[src/rtl/activation_function.sv]
// Streaming element-wise activation unit (AXI4-Stream in/out).
// The output register is backed by one skid entry so that s_axis_tready can be
// a flop without ever dropping a beat.
module activation_function #(
   parameter int unsigned           DATA_WIDTH      = 32,
   parameter int unsigned           ACTIVATION_MODE = 0,
   parameter int unsigned           LEAKY_SHIFT     = 3,
   parameter logic [DATA_WIDTH-1:0] CLAMP_MAX       = DATA_WIDTH'(32'h0000_0600)
) (
   input  logic                  clk,
   input  logic                  reset,
   input  logic                  s_axis_tvalid,
   output logic                  s_axis_tready,
   input  logic [DATA_WIDTH-1:0] s_axis_tdata,
   input  logic                  s_axis_tlast,
   output logic                  m_axis_tvalid,
   input  logic                  m_axis_tready,
   output logic [DATA_WIDTH-1:0] m_axis_tdata,
   output logic                  m_axis_tlast
);

   typedef struct packed {
      logic                  last;
      logic [DATA_WIDTH-1:0] data;
   } beat_t;

   logic signed [DATA_WIDTH-1:0] x_s;
   logic signed [DATA_WIDTH-1:0] y_c;
   logic                         is_neg_c;

   logic  in_fire_c;
   logic  out_fire_c;
   beat_t new_beat_c;

   beat_t skid_q;
   beat_t skid_d;
   logic  skid_valid_q;
   logic  skid_valid_d;
   beat_t out_d;
   logic  out_valid_d;
   logic  s_ready_d;

   // Nonlinearity on the incoming word; negativity is the sign bit alone.
   always_comb begin
      x_s      = $signed(s_axis_tdata);
      is_neg_c = s_axis_tdata[DATA_WIDTH-1];
      y_c      = x_s;
      case (ACTIVATION_MODE)
         32'd0: begin
            if (is_neg_c) y_c = '0;
         end
         32'd1: begin
            if (is_neg_c) y_c = x_s >>> LEAKY_SHIFT;
         end
         32'd2: begin
            if (is_neg_c)                    y_c = '0;
            else if (x_s > $signed(CLAMP_MAX)) y_c = $signed(CLAMP_MAX);
         end
         default: y_c = x_s;
      endcase
   end

   // Handshake decode and next state of the output/skid pair.
   always_comb begin
      in_fire_c    = s_axis_tvalid & s_axis_tready;
      out_fire_c   = m_axis_tvalid & m_axis_tready;
      new_beat_c   = '{last: s_axis_tlast, data: DATA_WIDTH'(y_c)};
      out_d        = '{last: m_axis_tlast, data: m_axis_tdata};
      out_valid_d  = m_axis_tvalid;
      skid_d       = skid_q;
      skid_valid_d = skid_valid_q;

      if (skid_valid_q) begin
         // Input is closed while the skid is full; only draining moves data.
         if (out_fire_c) begin
            out_d        = skid_q;
            out_valid_d  = 1'b1;
            skid_valid_d = 1'b0;
         end
      end else if (in_fire_c) begin
         if (!m_axis_tvalid || out_fire_c) begin
            out_d       = new_beat_c;
            out_valid_d = 1'b1;
         end else begin
            skid_d       = new_beat_c;
            skid_valid_d = 1'b1;
         end
      end else if (out_fire_c) begin
         out_valid_d = 1'b0;
      end

      s_ready_d = ~skid_valid_d;
   end

   // State registers; tready comes up on the first edge after reset release.
   always_ff @(posedge clk or negedge reset) begin
      if (!reset) begin
         m_axis_tvalid <= 1'b0;
         m_axis_tdata  <= '0;
         m_axis_tlast  <= 1'b0;
         s_axis_tready <= 1'b0;
         skid_valid_q  <= 1'b0;
         skid_q        <= '0;
      end else begin
         m_axis_tvalid <= out_valid_d;
         m_axis_tdata  <= out_d.data;
         m_axis_tlast  <= out_d.last;
         s_axis_tready <= s_ready_d;
         skid_valid_q  <= skid_valid_d;
         skid_q        <= skid_d;
      end
   end

endmodule

[config.mk]
export PLATFORM = sky130hd
export DESIGN_NAME = activation_function
export DESIGN_NICKNAME = d
export VERILOG_FILES = /design/src/rtl/activation_function.sv
export SDC_FILE = /design/constraint.sdc
export NUM_CORES = 1
export LEC_CHECK = 0
export BUFFER_PORTS_ARGS = -buffer_cell sky130_fd_sc_hd__buf_4
export CORE_ASPECT_RATIO = 2
export CORE_MARGIN = 2
export CORE_UTILIZATION = 45
export CTS_BUF_LIST = sky130_fd_sc_hd__clkbuf_16
export CTS_CLUSTER_SIZE = 30
export DETAILED_ROUTE_END_ITERATION = 7
export GPL_ROUTABILITY_DRIVEN = 0
export PLACE_DENSITY = 0.68
export SLEW_MARGIN = 20
export SYNTH_ARGS = -nofsm -noshare
export SYNTH_HDL_FRONTEND = slang
export SYNTH_SLANG_ARGS = --single-unit
export TNS_END_PERCENT = 50
[constraint.sdc]
create_clock -name clk -period 1.6 [get_ports clk]
set_input_delay 0.16 -clock clk [delete_from_list [all_inputs] [get_ports clk]]
set_output_delay 0.16 -clock clk [all_outputs]
set_load 0.02 [all_outputs]
==> flow_summary.yaml <==
synthesis:
  synth_common_cells: "dfrtp_1, mux2_2, nand2_1"
  synthArstFlopShare_pct: 100
  synth_top_area_share_pct: 53.2
  syn_area_um2: 3150
  yosysTopAreaCell: "dfrtp_1"
  yosysWarnings: 0
  netlist_instances: 266
  yosysSeqAreaShare_pct: 53.2
  ys_ff_latch: 67
  yosysMostFrequentCell: "dfrtp_1"
  ys_dominant_reg_cell: "dfrtp_1"
  synth_cell_type_count: 19
  synthTopCellsByArea: "dfrtp_1, mux2_2, mux2i_1"
  synth_edf_count: 0
  synth_nets: 303
  syn_area_per_cell_um2: 11.8
finish:
  seqCellArea_um2: 1680
  multi_input_area_um2: 1280
  fin_area_um2: 4080
  synthToLayoutAreaGrowth_pct: 29.6
  fillers: 582
  fin_cells: 435
  fin_nets: 377
  antenna_cells: 0
  layout-drive-gt1-share_pct: 39.7
clock_tree:
  root_buffer: "clkbuf_16"
  cts_buffers: 9
  clk_pin_slew_ns: 0.05
  clk_latency_ns: 0.32
  clock-sinks: 67
  cts_tree: "done"
  clockBufferDepth: 2
  htreeDepth: 3
  post_cts_buffers: 0
sta:
  slew_headroom_pct: 62.1
  timing_hold_violations_final: 0
  rsz0062_at_grt: "false"
  setup_violations: 0
  drv_slew: 0
  fin_worst_skew_ns: 0.00615
  fmax_mhz: 654
  fin_crit_sh_pct: 95.5
  hold_slack_ns: 0.0876
  tightest_slew_ns: 0.569
  tns_ns: 0
  min_period_ns: 1.53
setup_path:
  slowest_stage: "dfrtp_2"
  critPathMaxStageDelay_ns: 0.43
  worst_ep_arrival_time_ns: 1.73
  cp_data_required_time_ns: 1.80
  crit_type: "flop to flop"
  endpoint_kind: "flop"
  reg2reg_from: "skid_valid_q"
  cp_max_fo: 11
  rr_worst_depth: 4
  critPathTopFamily: "flip-flops"
  r2r-end: "m_axis_tdata[11]"
  path_buf_inv: 1
  worstPathCellList: "nand3b_4 -> a22oi_2 -> buf_4 -> mux2_2"
  r2r_slack_ns: 0.07
  cp-start-kind: "flop"
hold_path:
  min_to: "skid_q[32]"
  worstHoldStart: "s_axis_tlast"
  hold_path.class: "input port to flop"
  holdPathStages: 2
global_routing:
  grt_overflow_total: 0
  grt_max_degree: 49
  grt_pass1_vias: 2229
  grt_use_total_pct: 17.0
  grt_pass1_wl_um: 10300
  antenna_found_initial: 0
floorplan:
  ios: 72
  core_um2: 6830
  fp.dieW_um: 63.2
  std_cell_rows: 43
  chipHeight_um: 122
  start_util_pct: 46.1
  die_area_um2: 7720
placement:
  placed_area_um2: 3780
  dpl.hpwl_um: 4260
  portBuffers: 70
  dp.cells: 418
pwr:
  sequentialPowerShare_pct: 37.4
  power_switching_w: 0.00242
  combPwrFrac_pct: 38.0
  internal-power_w: 0.00500
  netSwitchingFraction_pct: 32.6
  clockPowerShare_pct: 24.7
  p_leak_nw: 1.95
  irDropWorstVdd_v: 0.00126
  powerDensity_nw_per_um2: 1820
routing:
  routed_wl_um: 6010
  drc: 0
  drtIter0Drc: 67
  wl_per_cell_um: 13.8
  vias_per_cell: 4.83
  ant_nets: 0
  drtPass1Iterations: 4
  vias: 2100
outcome:
  status: "completed"
run:
  maxCapViolCount: 0
## layer usage
metal | up-vias | track usage, % | share of wire (%)
li1 | 1022 | - | -
met1 | 1015 | 21.2 | 45
met2 | 57 | 28.1 | 49
met3 | 6 | 4.49 | 4.2
met4 | 0 | 6.81 | 1.5
met5 | - | 0 | 0
## area by class of cell
| class | count | area share [%] |
|---|---|---|
| flip-flops and latches | 67 | 41.1 |
| multi-input cells | 159 | 31.3 |
| repair buffers | 80 | 15.9 |
| clock buffers | 9 | 5.52 |
| well taps | 90 | 2.76 |
| inverters | 23 | 2.12 |
| clock inverters | 7 | 1.32 |
## how the worst max path moves through the flow
stage	endpoint	start	cells past startpoint
floorplan	m_axis_tdata[20]	m_axis_tvalid	4
global placement	m_axis_tdata[8]	skid_valid_q	3
detailed placement	m_axis_tdata[18]	skid_valid_q	4
CTS	m_axis_tdata[18]	skid_valid_q	4
global route	skid_q[20]	skid_valid_q	5
finish	m_axis_tdata[11]	skid_valid_q	4
## cells by family (layout without fill, tap and decap cells)
| kind of cell | count (synthesis) | after routing | synth area share [%] |
|---|---|---|---|
| compound gates | 26 | 26 | 4.45 |
| simple gates | 58 | 58 | 10.2 |
| buf+inv | 40 | 119 | 6.44 |
| other cells | 1 | 1 | 0.119 |
| mux | 74 | 74 | 25.6 |
| flops | 67 | 67 | 53.2 |
## power groups by stage
stage               Combinational [W]  Clock, W  Sequential, W
finish                        0.00282   0.00183        0.00277
global route                  0.00306   0.00194        0.00286
global placement              0.00274         0        0.00275
detailed placement            0.00283         0        0.00279
CTS                           0.00284   0.00186        0.00277
floorplan                     0.00147         0        0.00314
## through the flow
step | power (W) | util (%) | setup slack [ns]
after global placement | 0.00549 | 55.4 | 0.0918
after detailed placement | 0.00562 | 55.4 | 0.0421
after CTS | 0.00748 | 59.6 | 0.0304
after floorplan | 0.00461 | - | 0.0847
after global routing | 0.00786 | 59.7 | 0.00408
final | 0.00741 | 59.7 | 0.0714
## cells in the final DEF (no fill, tap or decap), types with 3 or more instances in the layout
cell        n
o21ai_0    23
inv_1      27
nor2b_1     9
buf_12      3
buf_4      74
mux2i_1    22
mux2_1      9
nand2b_1   22
nand2_1    25
clkbuf_16   9
dfrtp_1    66
mux2_2     43
## sequential cells by signal (all words and copies together), names as in the netlist
name,cells
s_axis_tready,1
m_axis_tdata,31
skid_valid_q,1
skid_q,32
m_axis_tvalid,1
m_axis_tlast,1
## timing repair
| item | CTS | global route |
|---|---|---|
| setup endpoints to repair | 0 | 15 |
| hold buffers | 1 | 0 |
| gates resized for setup | 0 | 2 |
| hold endpoints to repair | 44 | 0 |
Power figures use the tool's default switching activity.
